File: src/rtl/eth_tx_min_pad.sv
`default_nettype none
// ============================================================================
//  Module      : eth_tx_min_pad
//  Description : Transmit-side minimum frame length enforcer. Frames shorter
//                than MIN_FRAME_BYTES get their tail bytes zeroed, extra
//                all-zero beats appended where needed, and a corrected frame
//                size. Longer frames pass through with zero added latency.
//  Ports       : clk, rst                - clock, synchronous active-high reset
//                src_pad_*               - input stream (val/rdy handshake)
//                pad_src_data_rdy        - input ready
//                pad_dst_*               - output stream
//                dst_pad_data_rdy        - output ready
//  Revision    : 1.0 - initial release
// ============================================================================
module eth_tx_min_pad #(
    parameter int DATA_W          = 256,
    parameter int PADBYTES_W      = $clog2(DATA_W / 8),
    parameter int SIZE_W          = 14,
    parameter int MIN_FRAME_BYTES = 60
) (
    input  logic                  clk,
    input  logic                  rst,
    input  logic                  src_pad_data_val,
    input  logic                  src_pad_startframe,
    input  logic [DATA_W-1:0]     src_pad_data,
    input  logic [SIZE_W-1:0]     src_pad_frame_size,
    input  logic                  src_pad_endframe,
    input  logic [PADBYTES_W-1:0] src_pad_data_padbytes,
    output logic                  pad_src_data_rdy,
    output logic                  pad_dst_data_val,
    output logic                  pad_dst_startframe,
    output logic [DATA_W-1:0]     pad_dst_data,
    output logic [SIZE_W-1:0]     pad_dst_frame_size,
    output logic                  pad_dst_endframe,
    output logic [PADBYTES_W-1:0] pad_dst_data_padbytes,
    input  logic                  dst_pad_data_rdy
);

    localparam int DATA_BYTES = DATA_W / 8;
    // One extra bit so base + beat bytes never wraps.
    localparam int SUM_W      = SIZE_W + 1;

    localparam logic [SUM_W-1:0]  c_DBYTES   = SUM_W'(DATA_BYTES);
    localparam logic [SUM_W-1:0]  c_MIN      = SUM_W'(MIN_FRAME_BYTES);
    localparam logic [SIZE_W-1:0] c_MIN_SIZE = SIZE_W'(MIN_FRAME_BYTES);

    typedef enum logic [0:0] {
        ST_PASS = 1'b0,
        ST_PAD  = 1'b1
    } state_t;

    state_t            state_reg;
    logic [SIZE_W-1:0] cnt_reg;
    logic [SUM_W-1:0]  rem_reg;
    logic [SIZE_W-1:0] size_reg;

    logic                  w_pass;
    logic                  w_src_xfer;
    logic [SUM_W-1:0]      w_pad_ext;
    logic [SUM_W-1:0]      w_base;
    logic [SUM_W-1:0]      w_beat_bytes;
    logic [SUM_W-1:0]      w_sum;
    logic                  w_short;
    logic [SUM_W-1:0]      w_need;
    logic                  w_need_fits;
    logic                  w_rem_fits;
    logic [SIZE_W-1:0]     w_size_max;
    logic [DATA_BYTES-1:0] w_keep;

    assign w_pass           = (state_reg == ST_PASS);
    assign pad_src_data_rdy = !rst && w_pass && dst_pad_data_rdy;
    assign pad_dst_data_val = !rst && (w_pass ? src_pad_data_val : 1'b1);
    assign w_src_xfer       = src_pad_data_val && pad_src_data_rdy;

    assign w_pad_ext    = SUM_W'(src_pad_data_padbytes);
    assign w_base       = src_pad_startframe ? '0 : SUM_W'(cnt_reg);
    assign w_beat_bytes = src_pad_endframe ? (c_DBYTES - w_pad_ext) : c_DBYTES;
    assign w_sum        = w_base + w_beat_bytes;
    // A short last beat: frame ends before reaching the minimum length.
    assign w_short      = src_pad_endframe && (w_sum < c_MIN);
    assign w_need       = c_MIN - w_base;
    assign w_need_fits  = (w_need <= c_DBYTES);
    assign w_rem_fits   = (rem_reg <= c_DBYTES);
    assign w_size_max   = (src_pad_frame_size < c_MIN_SIZE) ? c_MIN_SIZE
                                                            : src_pad_frame_size;

    // Byte i sits at the MSB end; on a short beat every byte past the valid
    // ones is forced to zero so the pad region carries zeros.
    for (genvar i = 0; i < DATA_BYTES; i++) begin : g_keep
        assign w_keep[i] = !w_short || (w_beat_bytes > SUM_W'(i));
        assign pad_dst_data[DATA_W-1-8*i -: 8] =
            (w_pass && w_keep[i]) ? src_pad_data[DATA_W-1-8*i -: 8] : 8'h00;
    end

    always_comb begin
        pad_dst_startframe    = 1'b0;
        pad_dst_endframe      = 1'b0;
        pad_dst_data_padbytes = '0;
        pad_dst_frame_size    = size_reg;
        if (w_pass) begin
            pad_dst_startframe = src_pad_startframe;
            if (src_pad_startframe) begin
                pad_dst_frame_size = w_size_max;
            end
            if (w_short) begin
                pad_dst_endframe = w_need_fits;
                if (w_need_fits) begin
                    pad_dst_data_padbytes = PADBYTES_W'(c_DBYTES - w_need);
                end
            end else begin
                pad_dst_endframe = src_pad_endframe;
                if (src_pad_endframe) begin
                    pad_dst_data_padbytes = src_pad_data_padbytes;
                end
            end
        end else begin
            pad_dst_endframe = w_rem_fits;
            if (w_rem_fits) begin
                pad_dst_data_padbytes = PADBYTES_W'(c_DBYTES - rem_reg);
            end
        end
        // Framing sidebands are held at zero whenever no beat is offered.
        if (!pad_dst_data_val) begin
            pad_dst_startframe    = 1'b0;
            pad_dst_endframe      = 1'b0;
            pad_dst_data_padbytes = '0;
        end
    end

    always_ff @(posedge clk) begin
        if (rst) begin
            state_reg <= ST_PASS;
            cnt_reg   <= '0;
            rem_reg   <= '0;
            size_reg  <= '0;
        end else begin
            case (state_reg)
                ST_PASS: begin
                    if (w_src_xfer) begin
                        cnt_reg <= (w_sum >= c_MIN) ? c_MIN_SIZE : SIZE_W'(w_sum);
                        if (src_pad_startframe) begin
                            size_reg <= w_size_max;
                        end
                        if (w_short && !w_need_fits) begin
                            rem_reg   <= w_need - c_DBYTES;
                            state_reg <= ST_PAD;
                        end
                    end
                end
                ST_PAD: begin
                    if (dst_pad_data_rdy) begin
                        if (w_rem_fits) begin
                            state_reg <= ST_PASS;
                        end else begin
                            rem_reg <= rem_reg - c_DBYTES;
                        end
                    end
                end
                default: state_reg <= ST_PASS;
            endcase
        end
    end

endmodule
`default_nettype wire

File: config.mk
export PLATFORM = sky130hd
export DESIGN_NAME = eth_tx_min_pad
export DESIGN_NICKNAME = d
export VERILOG_FILES = /design/src/rtl/eth_tx_min_pad.sv
export SDC_FILE = /design/constraint.sdc
export NUM_CORES = 1
export LEC_CHECK = 0
export ABC_AREA = 1
export CORE_AREA = 2 2 219 221
export CTS_BUF_LIST = sky130_fd_sc_hd__clkbuf_2
export DETAILED_ROUTE_END_ITERATION = 8
export DIE_AREA = 0 0 221 223
export GPL_ROUTABILITY_DRIVEN = 0
export PLACE_DENSITY_LB_ADDON = 0.08
export SETUP_SLACK_MARGIN = 0.3
export SYNTH_ARGS = -nofsm -noshare
export SYNTH_HDL_FRONTEND = slang
export SYNTH_SLANG_ARGS = --single-unit
File: constraint.sdc
create_clock -name clk -period 10.8 [get_ports clk]
set_input_delay 1.62 -clock clk [delete_from_list [all_inputs] [get_ports clk]]
set_output_delay 1.62 -clock clk [all_outputs]
set_load 0.05 [all_outputs]
* Yosys cells after proc, flatten, opt, wreduce, memory -nomap -nowiden
Index checks and enable logic that the tools add are counted.
** Storage, ports and cells
- Flip-flop bits (word level) :: 44
- Input port bits :: 281
- Output and inout port bits :: 279
** Operators by class
- $add $sub $neg :: 7
- Order comparisons :: 37
- Equality and inequality tests :: 4
- Multiplexer cells :: 60
- Bitwise operators :: 1
- Reductions and logical operators :: 75
** Operators by type and width (count)
- $mux 8 :: 32
- $gt 15x5->1 const B :: 16
- $gt 15x4->1 const B :: 8
- $mux 15 :: 5
- $mux 14 :: 5
- $gt 15x3->1 const B :: 4
- $logic_and 1x1->1 :: 38
- $logic_or 1x1->1 :: 32
- $gt 15x1->1 const B :: 2
- $gt 15x2->1 const B :: 2
- $le 15x6->1 const B :: 2
- $mux 5 :: 6
- $pmux 15 s2 :: 1
- $sub 15x6->15 const B :: 2
- $add 14x15->15 :: 1
- $ge 15x6->1 const B :: 1
- $lt 15x6->1 const B :: 1
- $sub 6x14->15 const A :: 1
- $lt 14x6->1 const B :: 1
- $mux 1 :: 10
- $sub 1x5->5 const A :: 2
- $sub 6x5->7 const A :: 1
- $ne 2x1->1 const B :: 2
- $ne 2x2->1 const B :: 2
- other kinds (5) :: 7

* Longest topological paths before layout
Gate-level depths: netlist of run 1.
- Depth after elaboration :: 9
- Gate-level depth with buffers :: 25
- Mapped depth without buffers :: 24

* Worst setup path after synthesis of run 1
Ideal clock, no wire load.
- Kind :: input to output
- Start :: input port src_pad_data_padbytes[0]
- End :: output port pad_dst_data_padbytes[0]
- Arrival time :: 4962 ps
- Required time :: 9180 ps
- Setup slack :: 4218 ps
- Stages on the path :: 25
- Path buffers :: 1
- Cell sequence :: inv_1 ha_1 inv_1 nor2_1 a21oi_1 nor3_1 ha_1 a21oi_1 inv_1 a21oi_1 nand2_1 nand2_1 nand2_1 nor2_1 nand3_1 nor2_4 nand2_4 nor2_8 inv_4 buf_8 nand2_1 nand2_1 nand2_1 nand2_1 nor2_1
** On the way
- Longest elaborated chain between the ends :: 8
** RTL lines
- start: declaration :: line 28 : input logic [PADBYTES_W-1:0] src_pad_data_padbytes,
- $sub 6x5->7 :: line 77 : assign w_beat_bytes = src_pad_endframe ? (c_DBYTES - w_pad_ext) : c_DBYTES;
- $mux 15 :: line 77
- $add 14x15->15 :: line 78 : assign w_sum = w_base + w_beat_bytes;
- $lt 15x6->1 :: line 80 : assign w_short = src_pad_endframe && (w_sum < c_MIN);
- $logic_and 1x1->1 :: line 80
- $mux 5 * :: line 105 : if (w_short) begin
- $mux 5 * :: line 100 : if (w_pass) begin
- $mux 5 * :: line 123 : if (!pad_dst_data_val) begin
- end: declaration :: line 35 : output logic [PADBYTES_W-1:0] pad_dst_data_padbytes,
Mark *: on every way between the ends. The rest lies on a longest branch, timed or not.

* Worst setup path after layout of run 1
- Start :: input port src_pad_data_padbytes[0]
- End :: output port pad_dst_data[57]
** On the way
- Longest elaborated chain between the ends :: 9
** RTL lines
- $sub 6x5->7 * :: line 77
- $mux 15 * :: line 77
- $add 14x15->15 :: line 78
- $lt 15x6->1 :: line 80
- $logic_and 1x1->1 :: line 80
- $logic_not 1->1 :: line 90 : assign w_keep[i] = !w_short || (w_beat_bytes > SUM_W'(i));
- $logic_or 1x1->1 * :: line 90
- $logic_and 1x1->1 * :: line 92 : (w_pass && w_keep[i]) ? src_pad_data[DATA_W-1-8*i -: 8] : 8'h00;
- $mux 8 * :: line 92
- end: declaration :: line 32 : output logic [DATA_W-1:0] pad_dst_data,
Marks and branches as above.

==> run summary, run 1 <==
XOR/XNOR share of the synthesized area: 0.02487
CP Class: in2out
Netlist Area Pre-Place: 0.006290 mm2
CTS tree: done
DP Cell Count: 2,388
Gr usage total: 0.1848
Post-synthesis cell count: 1,232
Startpoint Class: input port
Port Buf Inserts: 559
Count of cells resized by post-cts repair: 0
Logic gate share of total power: 0.749
Post-synthesis sequential area ratio: 0.1400
Hold_sp: cnt_reg[12]
Die Span X: 221 um
CORE AREA: 0.04715 mm2
Hold Path End: cnt_reg[12]
Area Growth Syn to Fin: 101.3%
Slew at the pin closest to its max-slew limit: 0.8596 ns
Clk pwr share: 0.095
Simple-Gate Fraction of Synth Area: 0.4257
Final global-route overflow total: 0
Post-synthesis area per instance: 5.105 um2
Final period util: 0.7653
Critical-path cell list: clkdlybuf4s50_1 > inv_1 > ha_1 > inv_1 > nor2_1 > a21oi_1 > nor3_1 > ha_1 > a21oi_1 > inv_1 > a21oi_1 > nand2_1 > nand2_1 > nand2_1 > nor2_1 > nand3_1 > nor2_4 > nand2_4 > inv_1 > nand2_1 > o21ai_1 > nor2_1 > clkdlybuf4s50_1
CTS Sinks: 44
R2R cell count: 18
Post-cts hold buffer count: 0
Final Hold Fails: 0
Net count, final: 2,075
Hold Path Depth: 2
Worst vdd ir: 0.03607 mV
Vias in the first global route: 8,979
Total number of vias: 9,310
Synth top area share: 0.2208
Hold Crit Class: reg2reg
Fraction of layout cells with a size suffix above 1: 0.04043
Async set-or-reset flop fraction in the synthesized netlist: 0
# DRC: 0
Max_cap viols: 0
Final Slew Violations: 0
Seq. cell area: 880.8 um2
RSZ-0062 raised after global routing: no
Cell accounting for the most synthesized area: inv_1
Final min period: 8.265 ns
Latest clock arrival within the worst-skew pair: 0.49 ns
Worst slew margin: 0.4231
Critical path data required time: 9.18 ns
Crit Path Max Fanout: 10
Vias per cell: 3.874
R2r setup slk: 7.26 ns
WP data arrival: 6.65 ns
Most frequent cells after synthesis: inv_1, nor2_1, nand2_1
Pwr Density: 86.81 mW/mm2
HPWL after DPL: 42,870 um
Register share of total power: 0.156
Top post-synthesis cells by area: inv_1, nor2_1, dfxtp_1, nand2_1, nand3_1
Initial Util: 0.1334
Leakage: 0.006263 uW
Post-synthesis net count: 1,527
Outcome: finished clean
Sw Ratio: 0.5535
Mux share of post-synthesis cell area: 0.001591
Post-route setup slack: 2.535 ns
Antenna violations before repair: 18
Biggest cell delay along the critical path: 0.73 ns
Fmax: 121.0 MHz
Post-synth EDFFs: 0
Row count: 80
Setup TNS: 0 ns
Skew final: 0.03031 ns
Pre-CTS setup slack: 2.567 ns
CTS HTree Levels: 2
FF-to-FF End: rem_reg[13]
First DRT Iteration DRCs: 524
Synth Area in Compound Gates: 0.1351
Routed WL: 47,780 um
First-pass GRT wire length: 66,430 um
R2R Path Start: cnt_reg[4]
Cell family with most CP delay: buffers and inverters
Ys Warns: 0
Drt pass-1 iters: 5
Setup violations, final: 0
Synth unique cells: 51
Die Area: 0.04928 mm2
Maximum buffer depth of the clock tree: 2
Die height: 223 um
Post-synthesis adder-cell area fraction: 0.02904
Worst Setup End Kind: output port
Wire per inst: 19.88 um
Post-CTS setup buffers: 0
Largest family of logic cells by synthesized area: simple AND/OR/NAND/NOR gates
Max reg flops: 15
Pint: 490.7 uW
DRT antenna net count: 0
Largest net degree at the start of global routing: 35
Fin cells: 2,403
Sw Pwr: 608.2 uW
Root Buffer: clkbuf_2
Critical path's slowest cell: clkdlybuf4s50_1
Count leader, synth: inv_1
Clk slew on worst S/H paths: 0.27 ns
Worst path bufs/invs: 6
Yosys reg bits: 44
Area of the multi-input gates: 0.003876 mm2
CTS Buf Count: 5
Dominant synthesized flop cell: dfxtp_1
Io pins: 560
Filler cells: 5,411
==> power by group through the flow <==
stage / Sequential, uW / Clock (uW) / Combinational, uW
floorplan: 174 / 0 / 469
global placement: 175 / 0 / 829
detailed placement: 175 / 0 / 827
CTS: 172 / 111 / 830
global route: 173 / 114 / 865
finish: 172 / 104 / 823
==> worst max path at each step <==
| stage | start | endpoint | slack (ns) | cells past startpoint |
|---|---|---|---|---|
| floorplan | src_pad_data_padbytes[0] | pad_dst_data_padbytes[0] | 4.22 | 25 |
| global route | src_pad_data_padbytes[0] | pad_dst_data[67] | 2.10 | 23 |
| global placement | src_pad_endframe | pad_dst_data[254] | 2.65 | 19 |
| CTS | src_pad_data_padbytes[0] | pad_dst_data[59] | 2.55 | 23 |
| finish | src_pad_data_padbytes[0] | pad_dst_data[57] | 2.53 | 23 |
| detailed placement | src_pad_data_padbytes[0] | pad_dst_data[59] | 2.57 | 23 |
==> final cells by class <==
class	instances	share of cell area
Antenna cell	7	0.001384
Clock buffer	5	0.001977
Clock inverter	3	0.003360
Inverter	376	0.1118
Multi-Input combinational cell	789	0.3062
Timing Repair Buffer	564	0.4450
Sequential cell	44	0.06958
Tap cell	615	0.06078
==> metrics by stage <==
stage | total power (uW) | area, um2 | hold WS (ns) | util
after global routing | 1152 | 12660 | 0.5147 | 0.2685
after floorplan | 643.2 | 6290 | 0.4360 | -
final | 1099 | 12660 | 0.4841 | 0.2685
after CTS | 1112 | 12640 | 0.4845 | 0.2682
after detailed placement | 1002 | 12570 | 0.4548 | 0.2667
after global placement | 1004 | 12570 | 0.4458 | 0.2667
==> routing by layer <==
| layer | share of wire | vias up | track usage |
|---|---|---|---|
| li1 | - | 4718 | - |
| met1 | 0.45 | 4200 | 0.2399 |
| met2 | 0.48 | 347 | 0.3116 |
| met3 | 0.061 | 35 | 0.04135 |
| met4 | 0.015 | 10 | 0.04048 |
| met5 | 0.0015 | - | 0 |
==> tightest hold or removal path, stage by stage, from the launching register on <==
cell,delay [ns]
dfxtp_1,0.38
nand3_1,0.07
inv_1,0.04
==> logic make-up (layout without fill, tap and decap cells) <==
logic type | Yosys count | in the layout
fa+ha+maj | 14 | 14
buf+inv | 399 | 948
flops | 44 | 44
other cells | 0 | 7
mux | 1 | 1
simple gates | 627 | 627
compound gates | 130 | 130
xor+xnor | 17 | 17
==> cell usage in the layout, fill, tap and decap left out, drive strengths merged, types with 2 or more instances in the layout <==
cell and n:
a31oi 3, nor2 356, clkbuf 5, nor3 15, dfxtp 44, o221ai 4, xnor2 2, xor2 15
inv 373, a21oi 40, clkinv 4, buf 5, ha 13, a32o 4, diode 7, nor4 5
o31ai 5, and2 2, o21ai 67, nand3 49, clkdlybuf4s50 559, or2 2, nand4 23, nand2 174
o22ai 4
No activity file was read; power rests on OpenSTA's default activity.
==> inputs of run 2 (changes only) <==
- CORE_AREA: 2 2 219 221 -> 2 2 216 218
- DIE_AREA: 0 0 221 223 -> 0 0 218 220
- clock period: 10.8 -> 6.8 ns (I/O delays scaled with it)
==> run 2 against run 1 <==
Effect of this change:
- flip-flop and latch count stayed put
- design area is 2.0% lower
- first-iteration DRC count is 15% higher
- die area fell by 2.7%
- largest power group unchanged
==> run summary, run 2 (synthesis gave the netlist of run 1 again) <==
Outcome: finished clean
Most frequent cells in the layout: inv_1, nor2_1, clkdlybuf4s50_1, buf_4, nand2_1
Startpoint Class: input port
Hold Path End: cnt_reg[12]
Fmax: 160.2 MHz
CP Class: in2out
Post-cts hold buffer count: 0 (unchanged)
Leading cell type in the layout, fill and taps excluded: inv_1
M2 GR Usage: 0.2914 (-0.02016)
Max reg flops: 15 (unchanged)
GRT Max-Usage Layer: met2
Die height: 220 um (-1.3%)
Fraction of layout cells with a size suffix above 1: 0.1469 (+0.1065)
Drt pass-1 iters: 5 (unchanged)
HPWL after DPL: 42,670 um (-0.46%)
Root Buffer: clkbuf_2
DRT antenna net count: 0 (unchanged)
Hold WS: 0.4817 ns (-0.002361 ns)
R2R Path Start: cnt_reg[1]
Pre-CTS setup slack: 0.1829 ns (-2.384 ns)
Worst slew margin: 0.5069 (+0.08382)
Net count, final: 2,098 (+1.1%)
Final period util: 0.9177
Routed WL: 47,920 um (+0.30%)
CORE AREA: 0.04586 mm2 (-2.7%)
Met1 usage: 0.2567 (+0.01679)
Antenna violations before repair: 13 (-5)
Largest net degree at the start of global routing: 35 (unchanged)
Worst Setup End Kind: output port
Setup violations, final: 0 (unchanged)
Maximum buffer depth of the clock tree: 2 (unchanged)
Slew at the pin closest to its max-slew limit: 0.7388 ns (-0.1208 ns)
Final Slew Violations: 0 (unchanged)
R2R cell count: 18 (unchanged)
Hold Path Depth: 2 (unchanged)
Area Growth Syn to Fin: 97.28%
CTS Sinks: 44 (unchanged)
Die Span X: 218 um (-1.4%)
Vias in the first global route: 8,952 (-0.30%)
Latest clock arrival within the worst-skew pair: 0.47 ns (-0.02 ns)
Io pins: 560 (unchanged)
Hold Crit Class: reg2reg
Total number of vias: 9,381 (+0.76%)
Die Area: 0.04796 mm2 (-2.7%)
# DRC: 0 (unchanged)
Clk slew on worst S/H paths: 0.24 ns (-0.03 ns)
Post-route setup slack: 0.5596 ns (-1.975 ns)
First-pass GRT wire length: 64,770 um (-2.5%)
CTS Buf Count: 5 (unchanged)
WP data arrival: 5.22 ns (-1.43 ns)
Hold_sp: cnt_reg[12]
CTS HTree Levels: 2 (unchanged)
Critical path data required time: 5.78 ns (-3.40 ns)
Setup TNS: 0 ns (unchanged)
Pwr Density: 137.2 mW/mm2 (+58%)
Leakage: 0.006976 uW (+11%)
R2r setup slk: 3.38 ns (-3.88 ns)
Crit Path Max Fanout: 11 (+1)
Max_cap viols: 0 (unchanged)
FF-to-FF End: rem_reg[13]
Wire per inst: 19.83 um (-0.28%)
Met3 GRT Util: 0.05245 (+0.01110)
Skew final: 0.02848 ns (-0.001831 ns)
Worst vdd ir: 0.05596 mV (+55%)
Filler cells: 5,309 (-1.9%)
RSZ-0062 raised after global routing: yes
Gr usage total: 0.1869 (+0.002146)
Final min period: 6.240 ns
First DRT Iteration DRCs: 605 (+15%)
Final Hold Fails: 0 (unchanged)
CTS tree: done
Row count: 79 (-1.3%)
Vias per cell: 3.881 (+0.18%)
Initial Util: 0.1371 (+0.003727)
Port Buf Inserts: 559 (unchanged)
Final global-route overflow total: 0 (unchanged)
## run 2: changes by cell type in the layout (fill, tap and decap cells not counted), sizes merged
| cell | previous run | this run |
|---|---|---|
| clkdlybuf4s50 | 559 | 298 |
| buf | 5 | 161 |
| dlygate4sd2 | 0 | 82 |
| clkbuf | 5 | 32 |
| dlymetal6s2s | 0 | 19 |
| clkinvlp | 1 | 0 |
| diode | 7 | 6 |
| nor2 | 356 | 357 |
## run 2: worst max path at each step
stage / from / endpoint / cells after the start
global route: src_pad_data_padbytes[0] / pad_dst_data[127] / 21
global placement: src_pad_data_padbytes[0] / pad_dst_data[99] / 23
detailed placement: src_pad_data_padbytes[0] / pad_dst_data[204] / 23
finish: src_pad_data_padbytes[0] / pad_dst_data[104] / 21
CTS: src_pad_data_padbytes[0] / pad_dst_data[211] / 23
floorplan: src_pad_data_padbytes[0] / pad_dst_data_padbytes[0] / 25
## run 2: worst max-delay path: stages
cell and delay (ns):
clkdlybuf4s50_1 0.59, inv_1 0.13, ha_1 0.23, inv_1 0.08, nor2_1 0.05, nor3_1 0.24, buf_4 0.18, ha_1 0.26
a21oi_1 0.15, nand2_1 0.16, xor2_1 0.23, and2_1 0.18, nand3_1 0.11, nand3_1 0.15, nor2_4 0.05, nand2_4 0.17
nor2_4 0.10, nand2_1 0.11, nand2_2 0.13, nor2_1 0.29, dlygate4sd2_1 0.61
## run 2: timing repair
action                                  CTS  global route
gates resized for setup                 108            88
endpoints found under the setup margin  108           258
setup buffers                             0            14
gates cloned                              0             1
pin swaps                                 0             6
## run 2: final cells by class
type	instances	area [um2]	share of cell area
repair buffers	586	5303	0.4273
inverters	376	1415	0.1140
clock inverters	2	35.03	0.002823
flip-flops and latches	44	880.8	0.07099
diodes	6	15.01	0.001210
clock buffers	6	30.03	0.002420
multi-input cells	790	3970	0.3200
well taps	607	759.5	0.06121
## run 2: per-stage QoR
stage / utilization / instances / area (um2) / total power (uW)
floorplan: - / 1232 / 6290 / 1022
global placement: 0.2682 / 2388 / 12300 / 1584
detailed placement: 0.2682 / 2388 / 12300 / 1581
CTS: 0.2667 / 2396 / 12230 / 1710
global route: 0.2705 / 2416 / 12410 / 1800
finish: 0.2705 / 2417 / 12410 / 1703
## run 2: where the power goes
part / total (uW) / leakage [uW] / switching (uW) / internal (uW)
Sequential: 273 / 0.000357 / 6.00 / 267
Combinational: 1270 / 0.00658 / 868 / 402
Clock: 160 / 0.0000430 / 96.9 / 63.1
## run 2: per-layer routing
| layer | vias to the layer above | routed length, um |
|---|---|---|
| li1 | 4758 | - |
| met1 | 4215 | 21710 |
| met2 | 363 | 21160 |
| met3 | 37 | 4331 |
| met4 | 8 | 665 |
| met5 | - | 54 |
